<file path="src/rtl/agc_pkg.sv">
`default_nettype none
// ============================================================================
// Module   : agc_pkg
// Brief    : Shared AGC sequencer state encoding and parameter defaults.
// Revision : 1.0
// ============================================================================
package agc_pkg;

    localparam int unsigned c_SETTLE_CYCLES_DEF  = 16;
    localparam int unsigned c_MEAS_CYCLES_DEF    = 64;
    localparam int unsigned c_RELOCK_WINDOWS_DEF = 4;
    localparam int unsigned c_MAX_STEPS_DEF      = 8;

    localparam int unsigned c_STATE_W = 3;
    typedef logic [c_STATE_W-1:0] agc_state_t;

    localparam logic [2:0] c_ST_IDLE    = 3'd0;
    localparam logic [2:0] c_ST_RESTART = 3'd1;
    localparam logic [2:0] c_ST_SETTLE  = 3'd2;
    localparam logic [2:0] c_ST_MEASURE = 3'd3;
    localparam logic [2:0] c_ST_STEP    = 3'd4;
    localparam logic [2:0] c_ST_CHECK   = 3'd5;
    localparam logic [2:0] c_ST_LOCKED  = 3'd6;

endpackage
`default_nettype wire

</file>
<file path="src/rtl/agc_window_meas.sv">
`default_nettype none
// ============================================================================
// Module   : agc_window_meas
// Brief    : Detector measurement window: length counter plus over/reached flags.
// Revision : 1.0
// ============================================================================
module agc_window_meas
    import agc_pkg::*;
#(
    parameter int unsigned MEAS_CYCLES = c_MEAS_CYCLES_DEF
) (
    input  logic clk,
    input  logic RESETn,
    input  logic i_start,
    input  logic i_run,
    input  logic i_peak_hi,
    input  logic i_peak_lo,
    output logic o_end,
    output logic o_over,
    output logic o_reached
);

    localparam int unsigned     c_MW   = $clog2(MEAS_CYCLES) + 1;
    localparam logic [c_MW-1:0] c_LAST = c_MW'(MEAS_CYCLES - 1);

    logic [c_MW-1:0] r_cnt;
    logic            r_over;
    logic            r_reached;

    // i_start arrives in the cycle before a window, so the first window cycle
    // already sees a cleared counter; it wins over i_run for back-to-back use.
    always_ff @(posedge clk or negedge RESETn) begin
        if (!RESETn) begin
            r_cnt     <= '0;
            r_over    <= 1'b0;
            r_reached <= 1'b0;
        end else if (i_start) begin
            r_cnt     <= '0;
            r_over    <= 1'b0;
            r_reached <= 1'b0;
        end else if (i_run) begin
            if (r_cnt != c_LAST) begin
                r_cnt <= r_cnt + 1'b1;
            end
            r_over    <= r_over | i_peak_hi;
            r_reached <= r_reached | i_peak_lo;
        end
    end

    // Flags fold in the current sample so the final window cycle is counted.
    assign o_end     = i_run && (r_cnt == c_LAST);
    assign o_over    = r_over | i_peak_hi;
    assign o_reached = r_reached | i_peak_lo;

endmodule
`default_nettype wire

</file>
<file path="src/rtl/agc_sequencer.sv">
`default_nettype none
// ============================================================================
// Module   : agc_sequencer
// Brief    : AGC acquisition/tracking FSM driving a gain binary-search block.
// Revision : 1.0
// ============================================================================
module agc_sequencer
    import agc_pkg::*;
#(
    parameter int unsigned SETTLE_CYCLES  = c_SETTLE_CYCLES_DEF,
    parameter int unsigned MEAS_CYCLES    = c_MEAS_CYCLES_DEF,
    parameter int unsigned RELOCK_WINDOWS = c_RELOCK_WINDOWS_DEF,
    parameter int unsigned MAX_STEPS      = c_MAX_STEPS_DEF
) (
    input  logic clk,
    input  logic RESETn,
    input  logic enable,
    input  logic peak_hi,
    input  logic peak_lo,
    input  logic search_done,
    output logic adjust,
    output logic up_dn,
    output logic search_rst_n,
    output logic det_clear,
    output logic locked,
    output logic timeout
);

    localparam int unsigned     c_SW          = $clog2(SETTLE_CYCLES) + 1;
    localparam int unsigned     c_RW          = $clog2(RELOCK_WINDOWS) + 1;
    localparam int unsigned     c_TW          = $clog2(MAX_STEPS) + 1;
    localparam logic [c_SW-1:0] c_SETTLE_LAST = c_SW'(SETTLE_CYCLES - 1);
    localparam logic [c_RW-1:0] c_OOR_LAST    = c_RW'(RELOCK_WINDOWS - 1);
    localparam logic [c_TW-1:0] c_STEP_MAX    = c_TW'(MAX_STEPS);

    agc_state_t      r_state;
    agc_state_t      w_next;
    logic [c_SW-1:0] r_settle_cnt;
    logic [c_TW-1:0] r_step_cnt;
    logic [c_RW-1:0] r_oor_cnt;
    logic            r_en_d;
    logic            r_adjust;
    logic            r_up_dn;
    logic            r_search_rst_n;
    logic            r_det_clear;
    logic            r_locked;
    logic            r_timeout;

    logic            w_settle_done;
    logic            w_win_end;
    logic            w_over;
    logic            w_reached;
    logic            w_oor;
    logic            w_start;
    logic            w_run;
    logic            w_timeout_set;

    assign w_settle_done = (r_state == c_ST_SETTLE) && (r_settle_cnt == c_SETTLE_LAST);
    assign w_oor         = w_over | ~w_reached;
    assign w_run         = (r_state == c_ST_MEASURE) || (r_state == c_ST_LOCKED);
    assign w_start       = ((w_next == c_ST_MEASURE) && (r_state != c_ST_MEASURE)) ||
                           ((w_next == c_ST_LOCKED) && ((r_state != c_ST_LOCKED) || w_win_end));

    agc_window_meas #(
        .MEAS_CYCLES (MEAS_CYCLES)
    ) u_meas (
        .clk       (clk),
        .RESETn    (RESETn),
        .i_start   (w_start),
        .i_run     (w_run),
        .i_peak_hi (peak_hi),
        .i_peak_lo (peak_lo),
        .o_end     (w_win_end),
        .o_over    (w_over),
        .o_reached (w_reached)
    );

    always_comb begin
        w_next        = r_state;
        w_timeout_set = 1'b0;
        if (!enable) begin
            w_next = c_ST_IDLE;
        end else begin
            case (r_state)
                c_ST_IDLE:    w_next = c_ST_RESTART;
                c_ST_RESTART: w_next = c_ST_SETTLE;
                c_ST_SETTLE:  if (w_settle_done) w_next = c_ST_MEASURE;
                c_ST_MEASURE: if (w_win_end) w_next = c_ST_STEP;
                c_ST_STEP:    w_next = c_ST_CHECK;
                c_ST_CHECK: begin
                    if (search_done) begin
                        w_next = c_ST_LOCKED;
                    end else if (r_step_cnt == c_STEP_MAX) begin
                        w_next        = c_ST_RESTART;
                        w_timeout_set = 1'b1;
                    end else begin
                        w_next = c_ST_SETTLE;
                    end
                end
                c_ST_LOCKED: begin
                    if (w_win_end && w_oor && (r_oor_cnt == c_OOR_LAST)) begin
                        w_next = c_ST_RESTART;
                    end
                end
                default:      w_next = c_ST_IDLE;
            endcase
        end
    end

    always_ff @(posedge clk or negedge RESETn) begin
        if (!RESETn) begin
            r_state        <= c_ST_IDLE;
            r_settle_cnt   <= '0;
            r_step_cnt     <= '0;
            r_oor_cnt      <= '0;
            r_en_d         <= 1'b0;
            r_adjust       <= 1'b0;
            r_up_dn        <= 1'b0;
            r_search_rst_n <= 1'b1;
            r_det_clear    <= 1'b0;
            r_locked       <= 1'b0;
            r_timeout      <= 1'b0;
        end else begin
            r_state <= w_next;
            r_en_d  <= enable;

            if ((r_state == c_ST_SETTLE) && !w_settle_done) begin
                r_settle_cnt <= r_settle_cnt + 1'b1;
            end else begin
                r_settle_cnt <= '0;
            end

            if ((r_state == c_ST_RESTART) || (r_state == c_ST_IDLE)) begin
                r_step_cnt <= '0;
            end else if ((r_state == c_ST_STEP) && (r_step_cnt != c_STEP_MAX)) begin
                r_step_cnt <= r_step_cnt + 1'b1;
            end

            if ((r_state != c_ST_LOCKED) || (w_win_end && !w_oor)) begin
                r_oor_cnt <= '0;
            end else if (w_win_end && (r_oor_cnt != c_OOR_LAST)) begin
                r_oor_cnt <= r_oor_cnt + 1'b1;
            end

            // Outputs are registered from the next state so each one tracks
            // its state exactly, with no input-to-output combinational path.
            r_adjust       <= (w_next == c_ST_STEP);
            r_search_rst_n <= (w_next != c_ST_RESTART);
            r_det_clear    <= (w_next == c_ST_SETTLE);
            r_locked       <= (w_next == c_ST_LOCKED);

            if (w_next == c_ST_STEP) begin
                r_up_dn <= ~w_over;
            end else if (w_next == c_ST_IDLE) begin
                r_up_dn <= 1'b0;
            end

            if (enable && !r_en_d) begin
                r_timeout <= 1'b0;
            end else if (w_timeout_set) begin
                r_timeout <= 1'b1;
            end
        end
    end

    assign adjust       = r_adjust;
    assign up_dn        = r_up_dn;
    assign search_rst_n = r_search_rst_n;
    assign det_clear    = r_det_clear;
    assign locked       = r_locked;
    assign timeout      = r_timeout;

endmodule
`default_nettype wire

</file>
<file path="config.mk">
export PLATFORM = sky130hd
export DESIGN_NAME = agc_sequencer
export DESIGN_NICKNAME = d
export VERILOG_FILES = /design/src/rtl/agc_pkg.sv /design/src/rtl/agc_window_meas.sv /design/src/rtl/agc_sequencer.sv
export SDC_FILE = /design/constraint.sdc
export NUM_CORES = 1
export LEC_CHECK = 0
export CAP_MARGIN = 20
export CORE_MARGIN = 4
export CORE_UTILIZATION = 60
export CTS_BUF_LIST = sky130_fd_sc_hd__clkbuf_8 sky130_fd_sc_hd__clkbuf_16
export DETAILED_ROUTE_END_ITERATION = 7
export PLACE_DENSITY = 0.92
export SLEW_MARGIN = 20
export SYNTH_ARGS = -nofsm -noshare
export SYNTH_HDL_FRONTEND = slang
export SYNTH_SLANG_ARGS = --single-unit
</file>
<file path="constraint.sdc">
create_clock -name clk -period 3.3 [get_ports clk]
set_input_delay 0.495 -clock clk [delete_from_list [all_inputs] [get_ports clk]]
set_output_delay 0.495 -clock clk [all_outputs]
set_load 0.005 [all_outputs]
</file>
==> impl_metrics.csv, run 1 <==
group,metric,value,unit
sta,skew,1.40,ps
power_and_ir_drop,p_sw_share,27.7,%
floorplanning,die_y,60.3,µm
critical_path,crit_arrival,2550,ps
global_route,grt_pass1_vias,1330,
drt,viasPerCell,6.04,
global_route,grt_max_degree,32,
floorplanning,die_w,60.3,µm
layout,nets,194,
clocking,clk_pin_slew,60,ps
layout,syn_to_final_growth,12.4,%
layout,nFillCells,185,
synth,synth_ff_type,"dfrtp_1",
synth,postSynthCellCount,167,
clocking,ctsLongestPathBuffers,2,
critical_path,crit_chain,"ha_1, and3_1, nand2_4, o41a_1, a211oi_2, nor3_1",
clocking,post_cts_buffers,0,
power_and_ir_drop,peakVddDrop,394,µV
layout,multi_input_area,802,µm²
layout,diodes,0,
drt,drtPass1Iterations,4,
floorplanning,start_util,64.5,%
critical_path,crit_type,"reg2reg",
synth,ys_warn_count,0,
placed_design,port-buffer-count,11,
drt,vias,1281,
critical_path,reg2reg_slack,880,ps
sta,period_needed,2420,ps
sta,final_max_slew_viol_count,0,
power_and_ir_drop,power,829,µW
synth,synth_most_common_cell,"dfrtp_1",
synth,syn_nets,180,
global_route,grt_pass1_wl,5.80,mm
critical_path,crit_path_end_kind,"register",
sta,setup_ws,880,ps
layout,final_cell_area,1850,µm²
synth,ys_ff_latch,31,
clocking,clock-root-buffer,"clkbuf_8",
layout,ff_latch_area,777,µm²
flow_run,maxCapViolations,0,
power_and_ir_drop,power_switching,229,µW
critical_path,cpPeakStageDelay,580,ps
power_and_ir_drop,combinationalPowerShare,13.8,%
synth,netlist_area,1640,µm²
sta,fin_crit_sh,73.3,%
global_route,antenna_found_initial,0,
synth,synth_edf_count,0,
drt,wl_per_cell,15.3,µm
synth,async_reset_ff_share,100,%
floorplanning,num_io_pins,12,
synth,synthTopCellsByArea,"dfrtp_1 46%, ha_1 5.3%, nor2_1 4.8%, nor3_1 4.0%, xnor2_1 3.2%",
clocking,cts_tree,"built",
synth,syn_avg_cell_area,9.83,µm²
clocking,numCtsBuffers,5,
layout,fin_cells,212,
synth,synth.distinct_cells,43,
power_and_ir_drop,power_density,449,nW/µm²
drt,ant_nets,0,
clocking,holdBufCountCts,0,
sta,hold_viol_final,0,
critical_path,critPathMaxFanout,9,
drt,drt_iter0_markers,71,
floorplanning,core_area,2540,µm²
power_and_ir_drop,power_leakage,0.841,nW
sta,max_freq,413,MHz
clocking,cts_sinks,31,
critical_path,critPathLaunchType,"register",
critical_path,crit_slowest_cell,"a211oi_2",
sta,rsz0062_at_grt,"no",
clocking,htree_levels,2,
sta,setup-tns-final,0,ps
synth,ys_seq_area_share,47.3,%
synth,synth_top_area_share,45.7,%
clocking,insertion_delay,280,ps
sta,final-setup-viol-count,0,
floorplanning,dieArea,3640,µm²
sta,slew_headroom,59.1,%
placed_design,gp_congestion,0.892,
floorplanning,row_count,18,
sta,tightest_slew,613,ps
global_route,track_usage,21.4,%
global_route,overflow,0,
status,status,"finished clean",
power_and_ir_drop,p_clk_share,33.6,%
placed_design,placed_cell_area,1760,µm²
placed_design,place_ws,757,ps
drt,drc,0,
clocking,cts_resized,0,
power_and_ir_drop,internal_power,599,µW
synth,synth_top_cell_by_area,"dfrtp_1",
critical_path,worstPathRequired,3430,ps
placed_design,dp_cells,204,
layout,layout-drive-gt1-share,9.34,%
synth,yosys-top-cells-count,"30 x dfrtp_1, 21 x nor2_1, 13 x nor3_1",
placed_design,dp_hpwl,2.24,mm
power_and_ir_drop,seqPwrFrac,52.6,%
drt,routed_wl,3.24,mm
worst_hold_path,hold_path_class,"reg2reg",
[through the flow]
| stage | hold slack (ps) | utilization, % |
|---|---|---|
| 2_1_floorplan | 199 | - |
| 3_3_place_gp | 453 | 69.3 |
| 3_5_place_dp | 476 | 69.3 |
| 4_1_cts | 485 | 72.5 |
| 5_1_grt | 512 | 72.5 |
| 6_report | 485 | 72.5 |
[metal layers]
layer | vias up | part of all wire, % | GRT usage [%]
met2 | 42 | 49 | 37.0
met5 | - | 0 | 0
met1 | 621 | 44 | 25.3
met4 | 0 | 1.4 | 8.23
met3 | 6 | 5.1 | 5.40
li1 | 612 | - | -
[registers in the layout, indices dropped and copies added, names as in the netlist]
signal,cells
r_step_cnt,4
timeout,1
search_rst_n,1
adjust,1
r_en_d,1
r_settle_cnt,5
r_state,3
u_meas.r_reached,1
locked,1
u_meas.r_over,1
u_meas.r_cnt,7
det_clear,1
r_oor_cnt,3
up_dn,1
[logic make-up after synthesis]
logic type               Yosys count  share of synthesized area [%]
buffers and inverters             12                           3.81
AO/OA/AOI/OAI                     28                           11.7
multiplexers                       3                           1.83
XOR/XNOR                          12                           6.40
AND/OR/NAND/NOR                   74                           23.6
flip-flops                        31                           47.3
adder cells (fa/ha/maj)            7                           5.34
[final cells by class]
cell class / instances / area share [%]
clock inverters: 3 / 0.678
well taps: 30 / 2.03
repair buffers: 13 / 6.78
flip-flops and latches: 31 / 42.1
multi-input cells: 124 / 43.5
clock buffers: 5 / 3.73
inverters: 6 / 1.22
[layout by cell type (no fill, tap or decap), drive strengths merged, types with 2 or more instances in the layout]
cell type,Yosys,final
nand3,7,7
nor3,13,13
nor2,21,21
and3,3,3
a21oi,8,8
nand2b,2,2
o211ai,3,3
buf,4,2
a211oi,2,2
nand2,12,12
o21ai,5,5
nor2b,3,3
and2,3,3
mux2i,3,3
ha,7,7
xnor2,6,6
xor2,6,6
inv,6,8
dfrtp,30,30
nor4b,2,2
clkdlybuf4s50,0,11
or2,3,3
clkbuf,2,5
[worst paths after layout]
kind	startpoint	to	cells after the start
worst max-delay path	u_meas.r_cnt[0]$_DFFE_PN0P_	u_meas.r_cnt[4]$_DFFE_PN0P_	6
worst min-delay path	r_settle_cnt[0]$_DFF_PN0_	r_settle_cnt[0]$_DFF_PN0_	1
worst max register to register	u_meas.r_cnt[0]$_DFFE_PN0P_	u_meas.r_cnt[4]$_DFFE_PN0P_	6
worst min register to register	r_settle_cnt[0]$_DFF_PN0_	r_settle_cnt[0]$_DFF_PN0_	1
max in group asynchronous	RESETn	search_rst_n$_DFF_PN1_	2
min in group asynchronous	RESETn	r_state[2]$_DFF_PN0_	2
[critical path: cells and delay by family (launching register included)]
family | cells | cell delay [ps]
DFF | 1 | 390
adders and majority gates | 1 | 180
AOI/OAI and AO/OA | 2 | 1060
and+or+nand+nor | 3 | 650
[power groups by stage]
stage	Sequential (mW)	Clock, mW	Combinational [mW]
4_1_cts	0.435	0.282	0.115
3_5_place_dp	0.442	0	0.113
3_3_place_gp	0.441	0	0.107
5_1_grt	0.442	0.299	0.132
6_report	0.436	0.278	0.114
2_1_floorplan	0.429	0	0.0862
Note: power is estimated with default switching activity, not from simulation.
==> run 2, diff against run 1 <==
Settings changed: CORE_UTILIZATION 60 to 52, PLACE_DENSITY 0.92 to 0.86.
Clock period 3.3 ns to 2.17 ns, I/O delays scaled along.
==> run 2 against run 1 <==
Compared with the run above: maximum frequency grew 19%; clock power increased by 63%; largest power group unchanged; power up 58%; sequential power increased by 51%; clock-buffer cell count up 1; first-iteration DRC count increased by 42%; combinational power increased by 72%; worst hold slack worse by 51 ps; utilization down 8.5 points; critical path type unchanged; die area is 13% higher.
==> impl_metrics.csv, run 2 (synthesized netlist as in run 1, its figures left out) <==
group,metric,value,unit
status,status,"finished clean",
floorplanning,start_util,54.2,%
sta,slew_headroom,66.9,%
floorplanning,row_count,20,
layout,diodes,0,
global_route,antenna_found_initial,0,
critical_path,crit_path_end_kind,"register",
power_and_ir_drop,internal_power,957,µW
sta,max_freq,493,MHz
drt,drt_iter0_markers,101,
power_and_ir_drop,p_clk_share,34.6,%
sta,fin_crit_sh,93.5,%
critical_path,cp_common_cell,"ha_1",
clocking,htree_levels,2,
power_and_ir_drop,power_switching,350,µW
layout,fin_util,64.0,%
placed_design,port-buffer-count,11,
critical_path,crit_slowest_cell,"dfrtp_1",
power_and_ir_drop,combinationalPowerShare,15.0,%
power_and_ir_drop,power_density,674,nW/µm²
floorplanning,die_w,64.2,µm
drt,drtPass1Iterations,4,
layout,ff_latch_area,777,µm²
drt,dr.max_layer_used,"met4",
power_and_ir_drop,peakVddDrop,391,µV
layout,reg_top3,"u_meas.r_cnt: 7 flops, r_settle_cnt: 5 flops, r_step_cnt: 4 flops",
clocking,holdBufCountCts,0,
critical_path,worstPathRequired,2340,ps
layout,layout-drive-gt1-share,14.4,%
flow_run,maxCapViolations,0,
placed_design,dp_cells,223,
critical_path,crit_arrival,2190,ps
critical_path,critPathLaunchType,"register",
drt,drt-met1-wl,1.49,mm
layout,final_cell_area,1940,µm²
clocking,clock-root-buffer,"clkbuf_8",
floorplanning,die_y,64.2,µm
drt,ant_nets,0,
global_route,grt_pass1_wl,5.92,mm
sta,fin_hold_ws,434,ps
drt,drc,0,
sta,final_max_slew_viol_count,0,
sta,hold_viol_final,0,
critical_path,critPathMaxFanout,9,
clocking,insertion_delay,280,ps
clocking,ctsLongestPathBuffers,2,
clocking,numCtsBuffers,5,
clocking,cts_tree,"built",
global_route,overflow,0,
drt,wl_per_cell,14.2,µm
clocking,cts_sinks,31,
clocking,clk_pin_slew,70,ps
layout,nets,200,
layout,fin_cells,232,
layout,final_common_cell,"dfrtp_1",
floorplanning,num_io_pins,12,
critical_path,crit_type,"reg2reg",
drt,vias,1281,
drt,met2_length,1.61,mm
global_route,grt_pass1_vias,1300,
layout,nFillCells,254,
global_route,track_usage,18.4,%
critical_path,cpPeakStageDelay,400,ps
drt,routed_wl,3.30,mm
layout,top_register,"u_meas.r_cnt",
drt,viasPerCell,5.52,
layout,multi_input_area,823,µm²
sta,setup-tns-final,0,ps
sta,skew,7.65,ps
placed_design,placed_cell_area,1820,µm²
sta,tightest_slew,497,ps
placed_design,gp_congestion,0.861,
sta,setup_ws,140,ps
worst_hold_path,hold_path_class,"in2async",
power_and_ir_drop,power,1.31,mW
floorplanning,core_area,3030,µm²
global_route,grt_max_degree,32,
placed_design,place_ws,-31.4,ps
layout,syn_to_final_growth,18.1,%
power_and_ir_drop,seqPwrFrac,50.4,%
sta,final-setup-viol-count,0,
power_and_ir_drop,p_sw_share,26.8,%
layout,largest_register_ffs,7,
placed_design,dp_hpwl,2.44,mm
sta,period_needed,2030,ps
layout,layout_common_cells,"30 x dfrtp_1, 20 x nor2_1, 12 x nor3_1, 11 x nand2_1, 11 x clkdlybuf4s50_1",
floorplanning,dieArea,4120,µm²
critical_path,crit_chain,"ha_1, and3_1, ha_1, nand2b_1, a21oi_1, nor2_2, nor4b_4, buf_4, nor3_1",
power_and_ir_drop,power_leakage,0.875,nW
drt,met3WireLength,186,µm
-- run 2: cell count changes in the layout (fill, tap and decap cells not counted), sizes merged --
cell	before	now
buf	2	8
clkbuf	5	6
inv	8	7
-- run 2: worst paths after layout --
path                                                start  depth (start not counted)                          end  slack [ps]
worst max register to register  r_settle_cnt[0]$_DFF_PN0_                          9  u_meas.r_cnt[1]$_DFFE_PN0P_         140
worst max-delay path            r_settle_cnt[0]$_DFF_PN0_                          9  u_meas.r_cnt[1]$_DFFE_PN0P_         140
worst min register to register  r_settle_cnt[0]$_DFF_PN0_                          1    r_settle_cnt[0]$_DFF_PN0_         480
min in group clk                r_settle_cnt[0]$_DFF_PN0_                          1    r_settle_cnt[0]$_DFF_PN0_         480
max in group asynchronous                          RESETn                          2       search_rst_n$_DFF_PN1_        1420
worst min-delay path                               RESETn                          2    r_step_cnt[3]$_DFFE_PN0P_         430
-- run 2: layout make-up --
| class | count | area share (%) |
|---|---|---|
| timing repair buffer | 19 | 8.77 |
| multi-input combinational | 124 | 42.5 |
| inverter | 6 | 1.16 |
| tap | 44 | 2.84 |
| clock buffer | 6 | 4.26 |
| clock inverter | 2 | 0.452 |
| sequential | 31 | 40.1 |
-- run 2: what timing repair did --
item                                    in CTS  in global routing
endpoints found under the setup margin       3                 11
setup buffers                                1                  0
gates resized for setup                      0                  5
pin swaps                                    1                  2
-- run 2: routing by layer --
metal,vias up,track usage (%)
met3,2,6.33
met1,612,23.6
met5,-,0
li1,624,-
met2,43,29.3
met4,0,5.80
-- run 2: power by group through the flow --
stage,Combinational (mW),Clock (mW),Sequential [mW]
after floorplan,0.131,0,0.653
after detailed placement,0.190,0,0.667
final,0.196,0.453,0.658
after global placement,0.179,0,0.665
after CTS,0.191,0.466,0.657
after global routing,0.218,0.500,0.664
-- run 2: worst max-delay path: cells and delay by family, from the launching register on --
family          cells  cell delay, ps
simple gates        5             800
fa+ha+maj           2             420
buf+inv             1             200
flops               1             400
compound gates      1              80
==> run 3, diff against run 2 <==
Settings changed: CORE_ASPECT_RATIO from default to 2, GPL_TIMING_DRIVEN from default to 1, SYNTH_HIERARCHICAL from default to 1.
==> run 3 against run 2 <==
Compared with the run above: maximum frequency shrank 28%; utilization is 16 points higher; the flow now finishes with violations (setup timing); area after synthesis increased by 2.0%; sequential power increased by 5.9%; routed wire length rose by 57%; worst hold slack got worse by 5.5 ps; combinational power rose by 130%; cell area grew 24%; cell count rose by 13%; clock skew up 2.2 ps; critical path depth rose by 6; largest power group unchanged; critical path type unchanged.
==> impl_metrics.csv, run 3 <==
group,metric,value,unit
synth,syn_avg_cell_area,9.91,µm²
synth,synth_ff_type,"dfrtp_1",
sta,period_needed,2820,ps
layout,reg_top3,"u_meas/r_cnt: 7 flops, r_settle_cnt: 5 flops, r_step_cnt: 4 flops",
layout,nFillCells,181,
clocking,numCtsBuffers,5,
global_route,antenna_found_initial,0,
global_route,track_usage,25.1,%
sta,setup_ws,-647,ps
global_route,grt_pass1_vias,1713,
layout,diodes,0,
synth,ys_ff_latch,31,
drt,drc,0,
placed_design,port-buffer-count,11,
synth,ys_warn_count,6,
synth,async_reset_ff_share,100,%
floorplanning,start_util,55.6,%
sta,fin_crit_sh,130,%
status,violations,"setup timing",
sta,max_freq,355,MHz
synth,syn_nets,182,
critical_path,worstPathRequired,2320,ps
layout,syn_to_final_growth,44.2,%
layout,top_register,"u_meas/r_cnt",
drt,drt_iter0_markers,67,
floorplanning,die_w,48.1,µm
synth,synth_top_area_share,44.8,%
global_route,grt_max_degree,32,
sta,hold_viol_final,0,
layout,fin_util,80.1,%
critical_path,critPathMaxFanout,6,
critical_path,crit_chain,"nand2_4, o21ai_4, nand4_4, nor3_2, buf_4, buf_4, nor3b_4, a31o_1, buf_4, o211ai_1, a21boi_2, buf_6, nor3b_1, a41oi_2, o211ai_1",
synth,synth_xor_area_share,2.62,%
worst_hold_path,hold_path_class,"in2async",
clocking,holdBufCountCts,0,
critical_path,cp_common_cell,"buf_4",
placed_design,dp_hpwl,3.31,mm
clocking,clock-root-buffer,"clkbuf_8",
critical_path,path_delay_family,"compound AO/OA/AOI/OAI gates",
global_route,grt_pass1_wl,7.58,mm
synth,synth_most_common_cell,"dfrtp_1",
layout,layout_common_cells,"50 x buf_4, 28 x dfrtp_1, 22 x nor2_1, 11 x clkdlybuf4s50_1, 9 x nand2_1",
sta,rsz0062_at_grt,"yes",
synth,yosys-top-cells-count,"30 x dfrtp_1, 24 x nor2_1, 12 x nand2_1",
floorplanning,num_io_pins,12,
critical_path,crit_type,"reg2reg",
clocking,clk_pin_slew,70,ps
clocking,cts_sinks,31,
layout,ff_latch_area,779,µm²
synth,synthMuxAreaShare,0.598,%
power_and_ir_drop,power_leakage,1.14,nW
clocking,insertion_delay,290,ps
synth,synthTopCellsByArea,"dfrtp_1 45%, nor2_1 5.4%, ha_1 5.2%, a21oi_1 2.7%, nand2_1 2.7%",
floorplanning,core_area,3010,µm²
drt,viasPerCell,6.27,
drt,vias,1643,
clocking,htree_levels,2,
synth,synth.distinct_cells,48,
floorplanning,die_y,88.2,µm
critical_path,crit_path_end_kind,"register",
synth,synth_top_cell_by_area,"dfrtp_1",
synth,synth_edf_count,0,
drt,wl_per_cell,19.8,µm
synth,synth_top_family_by_area,"simple AND/OR/NAND/NOR gates",
global_route,overflow,0,
sta,final_max_slew_viol_count,0,
drt,routed_wl,5.19,mm
drt,drtPass1Iterations,4,
sta,skew,9.86,ps
synth,postSynthCellCount,169,
layout,largest_register_ffs,7,
floorplanning,dieArea,4250,µm²
layout,multi_input_area,931,µm²
layout,layout-drive-gt1-share,39.7,%
critical_path,crit_slowest_cell,"dfrtp_1",
critical_path,cpPeakStageDelay,440,ps
sta,slew_headroom,73.9,%
clocking,cts_tree,"built",
critical_path,path_buf_inv,4,
power_and_ir_drop,power,1.76,mW
synth,synthAdderAreaFrac,5.23,%
flow_run,maxCapViolations,0,
synth,ys_seq_area_share,46.4,%
clocking,ctsLongestPathBuffers,2,
drt,ant_nets,0,
layout,final_common_cell,"buf_4",
critical_path,critPathLaunchType,"register",
critical_path,crit_arrival,2970,ps
floorplanning,row_count,28,
layout,nets,244,
synth,synth-compound-area-share,14.9,%
synth,netlist_area,1670,µm²
sta,setup-tns-final,-4960,ps
placed_design,gp_congestion,0.872,
status,status,"complete, but fails checks",
synth,yosys.area_share.simple,24.6,%
placed_design,place_ws,-596,ps
power_and_ir_drop,power_density,728,nW/µm²
sta,final-setup-viol-count,14,
power_and_ir_drop,peakVddDrop,692,µV
sta,tightest_slew,391,ps
[run 3: cell types whose count changed in the layout (fill, tap and decap cells not counted), sizes merged, moves of 4 or more]
cell	change
nor3	-8
xnor2	-4
nand3b	+4
buf	+44
a31oi	+4
[run 3: layer usage]
| metal | vias up | routed length (µm) | GRT usage (%) |
|---|---|---|---|
| li1 | 732 | - | - |
| met1 | 807 | 1700 | 22.7 |
| met2 | 71 | 2850 | 44.9 |
| met3 | 33 | 218 | 6.52 |
| met4 | 0 | 421 | 16.2 |
| met5 | - | 0 | 0 |
[run 3: final cells by class]
cell class | count | share of cell area [%]
Multi-Input combinational cell | 120 | 38.6
Sequential cell | 31 | 32.3
Timing Repair Buffer | 63 | 21.0
Clock buffer | 6 | 3.42
Inverter | 10 | 1.66
Tap cell | 30 | 1.56
Clock inverter | 2 | 1.45
[run 3: through the flow]
stage | hold slack, ps | instances | instance area (µm²)
2_1_floorplan | 29.9 | 169 | 1700
3_3_place_gp | 470 | 244 | 2100
3_5_place_dp | 495 | 244 | 2100
4_1_cts | 447 | 256 | 2290
5_1_grt | 473 | 262 | 2410
6_report | 428 | 262 | 2410
[run 3: cells by family (layout without fill, tap and decap cells)]
logic type | count (synthesis) | after routing
AOI/OAI and AO/OA | 34 | 34
muxes | 1 | 1
adders and majority gates | 7 | 7
xor gates and xnor gates | 5 | 5
DFF | 31 | 31
and+or+nand+nor | 73 | 73
buffers and inverters | 18 | 81
[run 3: report_power, final]
part           total (mW)  internal [mW]  switching [mW]
clock network       0.599          0.371           0.228
registers           0.697          0.641          0.0559
logic               0.460          0.227           0.233
total                1.76           1.24           0.516
[run 3: timing repair]
| action | CTS | global route |
|---|---|---|
| buffers inserted | 4 | 8 |
| endpoints found under the setup margin | 10 | 13 |
| resized for setup | 9 | 20 |
| endpoints found under the hold margin | 0 | 0 |
| pin swaps | 4 | 6 |
[run 3: path summary, 6_finish.rpt]
kind,start,slack (ps),cells after the start,endpoint
max,r_state[0]$_DFF_PN0_,-650,15,u_meas/r_cnt[1]$_DFFE_PN0P_
max in group asynchronous,RESETn,1420,2,search_rst_n$_DFF_PN1_
min reg2reg,u_meas/r_reached$_DFFE_PN0P_,500,2,u_meas/r_reached$_DFFE_PN0P_
max reg2reg,r_state[0]$_DFF_PN0_,-650,15,u_meas/r_cnt[1]$_DFFE_PN0P_
min,RESETn,430,2,adjust$_DFF_PN0_
min in group clk,u_meas/r_reached$_DFFE_PN0P_,500,2,u_meas/r_reached$_DFFE_PN0P_
